<file path="src/rtl/elevator_pkg.sv">
// Shared door-controller types: FSM states, motor command encodings, floor index width.
package elevator_pkg;
    typedef enum logic [2:0] {
        ST_CLOSED,
        ST_OPENING,
        ST_OPEN,
        ST_CLOSING,
        ST_FAULT
    } door_state_t;

    localparam logic [1:0] MOTOR_STOP  = 2'b00;
    localparam logic [1:0] MOTOR_OPEN  = 2'b01;
    localparam logic [1:0] MOTOR_CLOSE = 2'b10;

    function automatic int floor_w(input int floors);
        return (floors > 1) ? $clog2(floors) : 1;
    endfunction
endpackage

</file>
<file path="src/rtl/door_timer.sv">
// Loadable saturating down-counter with a zero flag; load wins over decrement.
// Zero flag reflects the registered count, so a load of N reads zero N+1 cycles later.
module door_timer #(
    parameter int W = 8
) (
    input  logic         clk,
    input  logic         rst_n,
    input  logic         i_load,
    input  logic [W-1:0] i_load_val,
    input  logic         i_dec,
    output logic         o_zero
);
    logic [W-1:0] r_cnt;

    always_ff @(posedge clk or negedge rst_n) begin
        if (!rst_n) begin
            r_cnt <= '0;
        end else if (i_load) begin
            r_cnt <= i_load_val;
        end else if (i_dec && (r_cnt != '0)) begin
            r_cnt <= r_cnt - 1'b1;
        end
    end

    assign o_zero = (r_cnt == '0);
endmodule

</file>
<file path="src/rtl/door_ctrl_nfloor.sv">
// Car door controller: opens at called floors, times dwell, handles obstruction reopen and stroke watchdog.
// All outputs registered (one cycle after the deciding inputs); no flow control, busy holds the car.
module door_ctrl_nfloor
    import elevator_pkg::*;
#(
    parameter int FLOORS       = 4,
    parameter int DWELL_CYCLES = 1000,
    parameter int MOTION_LIMIT = 200,
    parameter int MAX_REOPEN   = 3
) (
    input  logic                       clk,
    input  logic                       rst_n,
    input  logic [FLOORS-1:0]          req_cab,
    input  logic [FLOORS-1:0]          req_up,
    input  logic [FLOORS-1:0]          req_dn,
    input  logic [floor_w(FLOORS)-1:0] floor,
    input  logic                       moving,
    input  logic                       dir_up,
    input  logic                       btn_open,
    input  logic                       btn_close,
    input  logic                       obstruction,
    input  logic                       lim_open,
    input  logic                       lim_closed,
    output logic [1:0]                 motor,
    output logic                       nudge,
    output logic                       busy,
    output logic [FLOORS-1:0]          chime,
    output logic [FLOORS-1:0]          served,
    output logic                       fault
);
    localparam int DW = $clog2(DWELL_CYCLES + 1);
    localparam int MW = $clog2(MOTION_LIMIT + 1);
    localparam int RW = $clog2(MAX_REOPEN + 1);

    door_state_t       r_state, w_next;
    logic [RW-1:0]     r_reopen_cnt, w_reopen_nxt;
    logic              r_hit_prev;
    logic              w_hit, w_hall, w_reopen_req, w_nudge_nxt;
    logic [1:0]        w_motor_nxt;
    logic [FLOORS-1:0] w_onehot, w_chime_nxt, w_served_nxt;
    logic              w_dwell_load, w_dwell_zero, w_stroke_load, w_stroke_zero, w_in_stroke;

    // End landings accept the hall call that points back into the shaft whatever the direction.
    assign w_hall = (req_up[floor] & (dir_up | (floor == '0)))
                  | (req_dn[floor] & (~dir_up | (int'(floor) == FLOORS - 1)));
    assign w_hit        = ~moving & (int'(floor) < FLOORS) & (req_cab[floor] | w_hall);
    assign w_onehot     = FLOORS'(1) << floor;
    assign w_reopen_req = obstruction | btn_open;
    assign w_in_stroke  = (r_state == ST_OPENING) || (r_state == ST_CLOSING);

    door_timer #(.W(DW)) u_dwell (
        .clk        (clk),
        .rst_n      (rst_n),
        .i_load     (w_dwell_load),
        .i_load_val (DW'(DWELL_CYCLES - 1)),
        .i_dec      (r_state == ST_OPEN),
        .o_zero     (w_dwell_zero)
    );

    door_timer #(.W(MW)) u_stroke (
        .clk        (clk),
        .rst_n      (rst_n),
        .i_load     (w_stroke_load),
        .i_load_val (MW'(MOTION_LIMIT - 1)),
        .i_dec      (w_in_stroke),
        .o_zero     (w_stroke_zero)
    );

    always_comb begin
        w_next        = r_state;
        w_reopen_nxt  = r_reopen_cnt;
        w_nudge_nxt   = nudge;
        w_chime_nxt   = '0;
        w_served_nxt  = '0;
        w_dwell_load  = 1'b0;
        w_stroke_load = 1'b0;
        w_motor_nxt   = MOTOR_STOP;

        case (r_state)
            ST_CLOSED: begin
                if (w_hit) begin
                    w_next       = ST_OPENING;
                    w_chime_nxt  = w_onehot;
                    w_served_nxt = w_onehot;
                    w_reopen_nxt = '0;
                end else if (btn_open && !moving) begin
                    w_next       = ST_OPENING;
                    w_reopen_nxt = '0;
                end
            end
            ST_OPENING: begin
                if (lim_open) begin
                    w_next = ST_OPEN;
                end else if (w_stroke_zero) begin
                    w_next = ST_FAULT;
                end
            end
            ST_OPEN: begin
                if (w_hit && !r_hit_prev) begin
                    w_served_nxt = w_onehot;
                end
                if (w_reopen_req) begin
                    w_dwell_load = 1'b1;
                end else if (btn_close || w_dwell_zero) begin
                    w_next = ST_CLOSING;
                end
            end
            ST_CLOSING: begin
                if (w_reopen_req && (r_reopen_cnt < RW'(MAX_REOPEN))) begin
                    w_next       = ST_OPENING;
                    w_reopen_nxt = r_reopen_cnt + RW'(1);
                end else begin
                    if (w_reopen_req) begin
                        w_nudge_nxt = 1'b1;
                    end
                    if (lim_closed) begin
                        w_next = ST_CLOSED;
                    end else if (w_stroke_zero) begin
                        w_next = ST_FAULT;
                    end
                end
            end
            ST_FAULT: w_next = ST_FAULT;
            default:  w_next = ST_FAULT;
        endcase

        // Contradictory limits or motion with doors not shut override every normal transition.
        if ((r_state != ST_FAULT) &&
            ((lim_open && lim_closed) || (moving && (r_state != ST_CLOSED)))) begin
            w_next       = ST_FAULT;
            w_chime_nxt  = '0;
            w_served_nxt = '0;
        end

        if (w_next != ST_CLOSING) begin
            w_nudge_nxt = 1'b0;
        end
        w_dwell_load  = w_dwell_load | ((w_next == ST_OPEN) && (r_state != ST_OPEN));
        w_stroke_load = ((w_next == ST_OPENING) || (w_next == ST_CLOSING)) && (w_next != r_state);

        case (w_next)
            ST_OPENING: w_motor_nxt = MOTOR_OPEN;
            ST_CLOSING: w_motor_nxt = MOTOR_CLOSE;
            default:    w_motor_nxt = MOTOR_STOP;
        endcase
    end

    always_ff @(posedge clk or negedge rst_n) begin
        if (!rst_n) begin
            r_state      <= ST_CLOSED;
            r_reopen_cnt <= '0;
            r_hit_prev   <= 1'b0;
            motor        <= MOTOR_STOP;
            nudge        <= 1'b0;
            busy         <= 1'b0;
            fault        <= 1'b0;
            chime        <= '0;
            served       <= '0;
        end else begin
            r_state      <= w_next;
            r_reopen_cnt <= w_reopen_nxt;
            r_hit_prev   <= w_hit;
            motor        <= w_motor_nxt;
            nudge        <= w_nudge_nxt;
            busy         <= (w_next != ST_CLOSED);
            fault        <= (w_next == ST_FAULT);
            chime        <= w_chime_nxt;
            served       <= w_served_nxt;
        end
    end
endmodule
</file>
<file path="config.mk">
export PLATFORM = sky130hd
export DESIGN_NAME = door_ctrl_nfloor
export DESIGN_NICKNAME = d
export VERILOG_FILES = /design/src/rtl/elevator_pkg.sv /design/src/rtl/door_timer.sv /design/src/rtl/door_ctrl_nfloor.sv
export SDC_FILE = /design/constraint.sdc
export NUM_CORES = 1
export LEC_CHECK = 0
export ABC_AREA = 0
export CAP_MARGIN = 25
export CORE_MARGIN = 2
export CORE_UTILIZATION = 23
export DETAILED_ROUTE_END_ITERATION = 6
export MAX_ROUTING_LAYER = met4
export PLACE_DENSITY_LB_ADDON = 0.3
export SYNTH_ARGS = -nofsm -noshare
export SYNTH_HDL_FRONTEND = slang
export SYNTH_SLANG_ARGS = --single-unit
</file>
<file path="constraint.sdc">
create_clock -name clk -period 6.8 [get_ports clk]
set_clock_uncertainty 0.15 [all_clocks]
set_input_delay 1.36 -clock clk [delete_from_list [all_inputs] [get_ports clk]]
set_output_delay 1.36 -clock clk [all_outputs]
set_load 0.02 [all_outputs]
</file>
Yosys cells after proc, flatten, opt, wreduce, memory -nomap -nowiden. Cells that the tools add are included.

Word-level logic and storage cells: 111. Flip-flop bits (word level): 37.

Shift operators: 1. Reduce and logical (&&, ||, !) cells: 31. $lt $le $gt $ge: 2. Mux-type cells: 37. Eq/ne operators: 15. Add/subtract/negate cells: 3. Bitwise operators: 11.

Operators by type and width (number): $mux 3 (9); $mux 10 (2); $mux 4 (5); $mux 8 (2); $eq 3x2->1 const B (4); $pmux 3 s4 (1); $logic_and 1x1->1 (10); $logic_not 10->1 (1); $reduce_bool 10->1 (1); $reduce_bool 2->1 (5); $sub 10x1->10 const B (1); $mux 1 (9); $logic_not 8->1 (1); $pmux 2 s2 (2); $pmux 4 s2 (1); $reduce_bool 8->1 (1); $sub 8x1->8 const B (1); $bmux 1 s2 (3); $eq 3x1->1 const B (2); $mux 2 (3); $ne 3x2->1 const B (2); $ne 3x3->1 const B (2); $or 1x1->1 (6); $reduce_and 3->1 (2); other kinds (15) (24).

Longest topological paths before layout. Gate-level depths: netlist of the first run.

Depth after elaboration: 13. Gate-level depth with buffers: 9. Gate-level depth less buffers: 8.

By module. Synthesis of the first run repeated with hierarchy kept, for this count alone.

Cell total of the unflattened synthesis: 234. Area, all modules: 2217.1 um^2.

Modules (own cells, without submodules): door_ctrl_nfloor (seq. area each 475.5 um^2, instances 1, cells an instance 109, area each 1067.3 um^2); door_timer at u_dwell (seq. area each 250.2 um^2, instances 1, cells an instance 67, area each 621.8 um^2); door_timer at u_stroke (seq. area each 200.2 um^2, instances 1, cells an instance 58, area each 528.0 um^2).

Worst setup path before layout of the first run. OpenSTA, ideal clock, no wires.

Path kind: in2reg. From: input port floor[1]. To: register nudge. Slack: 3.776 ns. Cell stages on the path: 6. Path buffers: 1. Library setup time: 0.139 ns. Arrival: 2.735 ns. Required time: 6.511 ns. Cell sequence: buf_2 mux4_2 a31oi_1 a21oi_2 nor2_1 nor4_1.

Longest elaborated chain between the ends: 12. Elaborated cells on any way between the ends: 24. Classes of those cells: 3 x eq/ne; 10 x mux; 7 x bitwise; 4 x reduce/logical.

RTL lines: start: declaration (line door_ctrl_nfloor.sv:16) `input logic [floor_w(FLOORS)-1:0] floor,`; $bmux 1 s2 (tied with other cells) (line door_ctrl_nfloor.sv:44) `assign w_hall = (req_up[floor] & (dir_up | (floor == '0)))`; $mux 1 (not written as such) (tied with other cells) (line door_ctrl_nfloor.sv:44); $and 1x1->1, on equally long branches (line door_ctrl_nfloor.sv:44, door_ctrl_nfloor.sv:45); $or 1x1->1 (line door_ctrl_nfloor.sv:45) `| (req_dn[floor] & (~dir_up | (int'(floor) == FLOORS - 1)));`; $or 1x1->1 * (line door_ctrl_nfloor.sv:46) `assign w_hit = ~moving & (int'(floor) < FLOORS) & (req_cab[floor] | w_hall);`; $and 1x1->1 * (line door_ctrl_nfloor.sv:46); $mux 3 * (line door_ctrl_nfloor.sv:81) `if (w_hit) begin`; $pmux 3 s4 * (line door_ctrl_nfloor.sv:79) `case (r_state)`; $mux 3 * (line door_ctrl_nfloor.sv:128) `if ((r_state != ST_FAULT) &&`; $ne 3x2->1 * (line door_ctrl_nfloor.sv:135) `if (w_next != ST_CLOSING) begin`; $ne 2x1->1 (no line) / $reduce_bool 2->1 (equally long branches); $reduce_and 3->1 (no line); end signal: assignment (line door_ctrl_nfloor.sv:164) `nudge <= w_nudge_nxt;`; end: declaration (line door_ctrl_nfloor.sv:25) `output logic nudge,`.

Mark *: on every way between the ends. The rest lies on a longest branch, timed or not. The select of a mux whose other input is x is not followed. A chain may end at the register's enable or synchronous reset.

Final worst setup path of the first run.
From: input port btn_open. To: register u_dwell.r_cnt[7].

Longest elaborated chain between the ends: 9. Elaborated cells on any way between the ends: 16. Classes of those cells: 1 x eq/ne; 9 x mux; 2 x bitwise; 4 x reduce/logical.

RTL lines: start: declaration (line door_ctrl_nfloor.sv:19) `input logic btn_open,`; $or 1x1->1 / $logic_and 1x1->1 (equally long branches) (line door_ctrl_nfloor.sv:48, door_ctrl_nfloor.sv:86); $logic_and 1x1->1 / $mux 3 (equally long branches) (line door_ctrl_nfloor.sv:109, door_ctrl_nfloor.sv:86); $mux 3, on equally long branches (line door_ctrl_nfloor.sv:109, door_ctrl_nfloor.sv:81); $pmux 3 s4 (line door_ctrl_nfloor.sv:79); $mux 3 (line door_ctrl_nfloor.sv:128); $eq 3x2->1 (line door_ctrl_nfloor.sv:138) `w_dwell_load = w_dwell_load | ((w_next == ST_OPEN) && (r_state != ST_OPEN));`; $logic_and 1x1->1 (line door_ctrl_nfloor.sv:138); $or 1x1->1 * (line door_ctrl_nfloor.sv:138); $mux 10 / $reduce_bool 2->1 (equally long branches); end signal: assignment (line door_timer.sv:19) `r_cnt <= i_load_val;`; end signal: assignment (line door_timer.sv:21) `r_cnt <= r_cnt - 1'b1;`; end: declaration (line door_timer.sv:13) `logic [W-1:0] r_cnt;`.

Mark *: on every way between the ends. The rest lies on a longest branch, timed or not.

==> impl_metrics.csv, run 1 <==
group,metric,value,unit
run_status,status,"finished clean",
cells_and_area,fin_nets,270,
setup_path,r2r_end,"u_dwell.r_cnt[7]",
timing,maxSlewViolCount,0,
power,peakVddDrop,0.0555,mV
detailed_routing,drc,0,
synth,synth.distinct_cells,57,
power,p_leak,1.00,nW
setup_path,required,6.82,ns
floorplan,ioPinCount,36,
timing,hold_violations,0,
synth,ys_ff_latch,37,
cells_and_area,multi_input_area,1070,um2
detailed_routing,viasPerCell,4.52,
global_routing,grt-ovfl-total,0,
placed_design,gp_congestion,0.767,
setup_path,cp_num_buf_inv,1,
synth,yosys.area.top_type_share,44.8,%
cts,numCtsBuffers,5,
setup_path,arrival,3.61,ns
setup_path,cp-start-kind,"input port",
timing,final.min_clock_period,3.59,ns
synth,ys_warn_count,0,
detailed_routing,wl_per_cell,12.8,um
cts,cts_tree,"yes",
cells_and_area,diodes,0,
cts,clock_latency,0.28,ns
synth,syn_area,2060,um2
worst_hold_path,whs_endpoint,"u_dwell.r_cnt[8]",
setup_path,crit_family,"compound AO/OA/AOI/OAI gates",
cts,post-cts-setup-buffers,0,
cells_and_area,layout-drive-gt1-share,11.8,%
floorplan,die_area,9750,um2
detailed_routing,wl,4510,um
cells_and_area,fillerInstances,894,
cts,clkTransAtPathRegs,0.08,ns
setup_path,slowest_delay,0.52,ns
cells_and_area,seqCellArea,926,um2
synth,async_flop_share,100,%
cts,hold_buffers,0,
floorplan,die_w,98.7,um
floorplan,initial_core_util,23.7,%
timing,tightest_slew,0.823,ns
detailed_routing,via_count,1595,
timing,fin_crit_sh,52.9,%
global_routing,grt_pass1_vias,1613,
timing,rsz0062_at_grt,"false",
global_routing,grt_max_degree,38,
setup_path,crit_fanout,14,
global_routing,grt_use_total,9.91,%
synth,syn_avg_cell_area,9.93,um2
global_routing,antenna_found_initial,0,
synth,ys_seq_area_share,44.8,%
cts,root_buffer,"clkbuf_8",
setup_path,r2r_start,"r_state[1]",
floorplan,core,8720,um2
cts,clockBufferDepth,2,
cts,htree_levels,2,
setup_path,path_class,"input port to register",
placed_design,dpl.hpwl,3270,um
power,power.density,165,nW/um2
synth,syn_nets,234,
synth,synth_edf_count,0,
worst_hold_path,hp-start,"u_dwell.r_cnt[8]",
floorplan,rows,34,
synth,yosysTopAreaCell,"dfrtp_1",
timing,slew_headroom,45.1,%
cells_and_area,syn2layout_area_growth,25.6,%
setup_path,end_kind,"register",
timing,setup_viol,0,
worst_hold_path,hp-class,"register to register",
setup_path,cp_slowest_cell,"o31ai_4",
synth,synth_area_leaders,"dfrtp_1, nor2_1, nand2_1",
synth,synthFlopType,"dfrtp_1",
setup_path,r2r_slack,4.04,ns
power,power.total,0.428,mW
detailed_routing,postRouteAntennaNets,0,
cts,ctsResizeCount,0,
setup_path,worstRegToRegCells,5,
setup_path,path_cells,"clkdlybuf4s50_1 -> o21ba_1 -> nor2_1 -> a31oi_2 -> o31ai_4 -> a31oi_1 -> or3b_1",
run,maxCapViolations,0,
synth,synthCells,208,
cts,cts.sinks,37,
timing,fmax,278,MHz
detailed_routing,drt_iter0_drc,99,
detailed_routing,first_pass_iters,4,
global_routing,grt_pass1_wl,7510,um
worst_hold_path,whs_path_depth,1,
placed_design,io_buffers,35,
timing,timing.hold.ws,0.342,ns
timing,finalSetupTns,0,ns
setup_path,path_depth,7,
floorplan,fp.dieH,98.7,um
-- routing by layer --
layer	GRT usage, %	wire [um]
met1	12.0	2160
met2	15.7	2110
met3	2.84	178
met4	3.69	58
met5	-	0
-- placed cells by master, fill, tap and decap left out, types with 4 or more instances in the layout --
master and instances:
clkdlybuf4s50_1 34, nor2b_1 4, a21oi_1 6, dfrtp_1 37, nand2b_1 7, a31o_2 4
nor2_1 30, or2_1 4, nand2_1 18, nor3_1 10, inv_1 10, nand4_1 4
clkbuf_8 5
-- final cells by class --
type | count | area share (%)
clock buffer | 6 | 2.80
clock inverter | 2 | 0.386
inverter | 10 | 1.45
multi-input combinational | 155 | 41.1
sequential | 37 | 35.7
tap | 108 | 5.21
timing repair buffer | 35 | 13.3
-- cells in the mapped netlist, types with 3 or more instances --
master	number
a21oi_1	6
a31o_2	4
a31oi_1	3
buf_2	4
dfrtp_1	37
ha_1	3
inv_1	10
mux2_2	3
mux2i_1	3
nand2_1	18
nand2b_1	7
nand3_1	3
nand4_1	4
nor2_1	30
nor2b_1	4
nor3_1	10
nor4_1	3
or2_1	4
xnor2_1	3
xor2_1	3
-- metrics by stage --
step / setup slack (ns) / instances / util [%] / instance area [um2]
after global placement: 2.96 / 345 / 28.8 / 2510
after global routing: 3.04 / 353 / 29.7 / 2590
after detailed placement: 2.93 / 345 / 28.8 / 2510
final: 3.21 / 353 / 29.7 / 2590
after floorplan: 3.78 / 208 / - / 2060
after CTS: 3.23 / 353 / 29.7 / 2590
-- power by group --
group	internal, mW	switching (mW)
Combinational	0.0245	0.0202
Clock	0.0710	0.0755
Sequential	0.228	0.00820
Total	0.324	0.104
-- worst max-delay path by stage --
| stage | from | endpoint | slack, ns |
|---|---|---|---|
| after floorplan | floor[1] | nudge | 3.78 |
| after global placement | floor[1] | motor[1] | 2.96 |
| after detailed placement | btn_open | u_dwell.r_cnt[7] | 2.93 |
| after CTS | btn_open | u_dwell.r_cnt[7] | 3.23 |
| after global routing | btn_open | u_dwell.r_cnt[7] | 3.04 |
| final | btn_open | u_dwell.r_cnt[7] | 3.21 |
-- registers in the layout, summed over array words and instances (netlist names) --
signal,cells
busy,1
chime,4
fault,1
motor,2
nudge,1
r_hit_prev,1
r_reopen_cnt,2
r_state,3
served,4
u_dwell.r_cnt,10
u_stroke.r_cnt,8
-- worst reg2reg max path, stage by stage (launching register included) --
cell	delay, ns
dfrtp_1	0.51
or2_1	0.29
a221o_1	0.53
o31ai_4	0.62
a31oi_1	0.16
or3b_1	0.39
-- logic make-up after synthesis --
family	Yosys count	synth area share [%]
and+or+nand+nor	101	26.2
AOI/OAI and AO/OA	38	16.8
DFF	37	44.8
buffers and inverters	16	3.52
muxes	7	4.18
xor gates and xnor gates	6	2.55
adders and majority gates	3	1.82
(Power assumes the default switching activity.)
==> inputs of run 2 (changes only) <==
Clock period 6.8 ns to 3.4 ns, I/O delays scaled along.
==> impl_metrics.csv, run 2 (same netlist as run 1, synthesis figures left out) <==
group,metric,value,unit
timing,setup_viol,0,
detailed_routing,via_count,1666,
floorplan,core,8720,um2
floorplan,rows,34,
global_routing,grt_pass1_vias,1706,
cells_and_area,final_cells,356,
cells_and_area,mostFrequentLayoutCells,"dfrtp_1, clkdlybuf4s50_1, nor2_1",
cts,post-cts-setup-buffers,0,
detailed_routing,wl,4560,um
setup_path,worstRegToRegCells,9,
cts,htree_levels,2,
floorplan,ioPinCount,36,
cells_and_area,regMostFlops,"u_dwell.r_cnt",
global_routing,antenna_found_initial,0,
setup_path,cp-start-kind,"input port",
placed_design,dpl.hpwl,3460,um
detailed_routing,wl_per_cell,12.8,um
cells_and_area,largest_register_ffs,10,
setup_path,crit_fanout,8,
floorplan,initial_core_util,23.7,%
global_routing,grt-ovfl-total,0,
floorplan,fp.dieH,98.7,um
run,maxCapViolations,0,
setup_path,end_kind,"register",
detailed_routing,postRouteAntennaNets,0,
cells_and_area,fillerInstances,908,
cts,clockBufferDepth,2,
floorplan,die_w,98.7,um
power,peakVddDrop,0.215,mV
cts,clkTransAtPathRegs,0.07,ns
global_routing,grt_pass1_wl,8050,um
global_routing,grt_max_degree,38,
timing,rsz0062_at_grt,"false",
placed_design,io_buffers,35,
setup_path,r2r_start,"u_stroke.r_cnt[0]",
floorplan,die_area,9750,um2
run_status,status,"finished clean",
timing,tightest_slew,0.845,ns
setup_path,r2r_end,"u_dwell.r_cnt[7]",
cts,root_buffer,"clkbuf_8",
timing,fmax,365,MHz
cells_and_area,final_common_cell,"dfrtp_1",
cts,clock_latency,0.29,ns
setup_path,arrival,2.76,ns
cts,cts_tree,"yes",
detailed_routing,drt_iter0_drc,68,
cells_and_area,fin_nets,273,
cts,cts.sinks,37,
timing,hold_violations,0,
timing,slew_headroom,43.7,%
power,p_leak,1.03,nW
cts,numCtsBuffers,5,
cells_and_area,diodes,0,
cells_and_area,layout-drive-gt1-share,12.9,%
power,power.density,361,nW/um2
detailed_routing,drc,0,
timing,finalSetupTns,0,ns
setup_path,path_class,"input port to register",
global_routing,grt_use_total,10.6,%
placed_design,place_inst,348,
detailed_routing,first_pass_iters,4,
timing,maxSlewViolCount,0,
detailed_routing,viasPerCell,4.68,
cts,ctsResizeCount,0,
timing,fin_crit_sh,80.6,%
setup_path,r2r_slack,0.75,ns
setup_path,required,3.42,ns
cells_and_area,reg_top3,"u_dwell.r_cnt x10, u_stroke.r_cnt x8",
cts,hold_buffers,0,
placed_design,gp_congestion,0.757,
timing,final.min_clock_period,2.74,ns
worst_hold_path,hp-class,"input port to async pin",
cells_and_area,syn2layout_area_growth,28.3,%
[run 2: report_power, final]
| part | switching [mW] | internal [mW] | total [mW] |
|---|---|---|---|
| logic | 0.0410 | 0.0498 | 0.0907 |
| registers | 0.0170 | 0.457 | 0.474 |
| clock network | 0.153 | 0.239 | 0.392 |
| total | 0.211 | 0.746 | 0.957 |
[run 2: worst max-delay path by stage]
stage	end	slack, ns	startpoint	cells past startpoint
after global placement	u_dwell.r_cnt[7]	0.37	lim_open	5
after global routing	u_dwell.r_cnt[7]	0.56	btn_open	7
after floorplan	nudge	1.06	floor[1]	6
after CTS	u_dwell.r_cnt[7]	0.66	lim_open	5
final	u_dwell.r_cnt[7]	0.66	btn_open	7
after detailed placement	u_dwell.r_cnt[7]	0.35	lim_open	5
[run 2: area by class of cell]
type / instances / area (um2) / area share [%]
Tap cell: 108 / 135 / 5.10
Clock buffer: 7 / 86.3 / 3.26
Clock inverter: 1 / 30.0 / 1.13
Timing Repair Buffer: 38 / 368 / 13.9
Inverter: 10 / 37.5 / 1.42
Sequential cell: 37 / 926 / 35.0
Multi-Input combinational cell: 155 / 1070 / 40.2
[run 2: metrics by stage]
| step | total power, mW | hold slack (ns) | setup WS, ns | cell area [um2] | util [%] |
|---|---|---|---|---|---|
| floorplan | 0.526 | 0.234 | 1.06 | 2060 | - |
| global placement | 0.573 | 0.330 | 0.370 | 2530 | 29.0 |
| detailed placement | 0.575 | 0.340 | 0.351 | 2530 | 29.0 |
| CTS | 0.972 | 0.361 | 0.655 | 2650 | 30.4 |
| global route | 1.01 | 0.387 | 0.558 | 2650 | 30.4 |
| finish | 0.957 | 0.346 | 0.659 | 2650 | 30.4 |
[run 2: worst max-delay path: stages]
cell and delay (ns):
clkdlybuf4s50_1 0.46, o21ba_1 0.23, nor2_1 0.24, a31oi_2 0.25, o31ai_4 0.39, a31oi_1 0.12
or3b_1 0.37
[run 2: per-layer routing]
metal	global-route usage [%]	share of wire, %	vias to the layer above
li1	-	-	820
met1	13.1	45	798
met2	16.4	48	41
met3	3.26	5.4	7
met4	3.48	1.6	0
met5	-	0	-
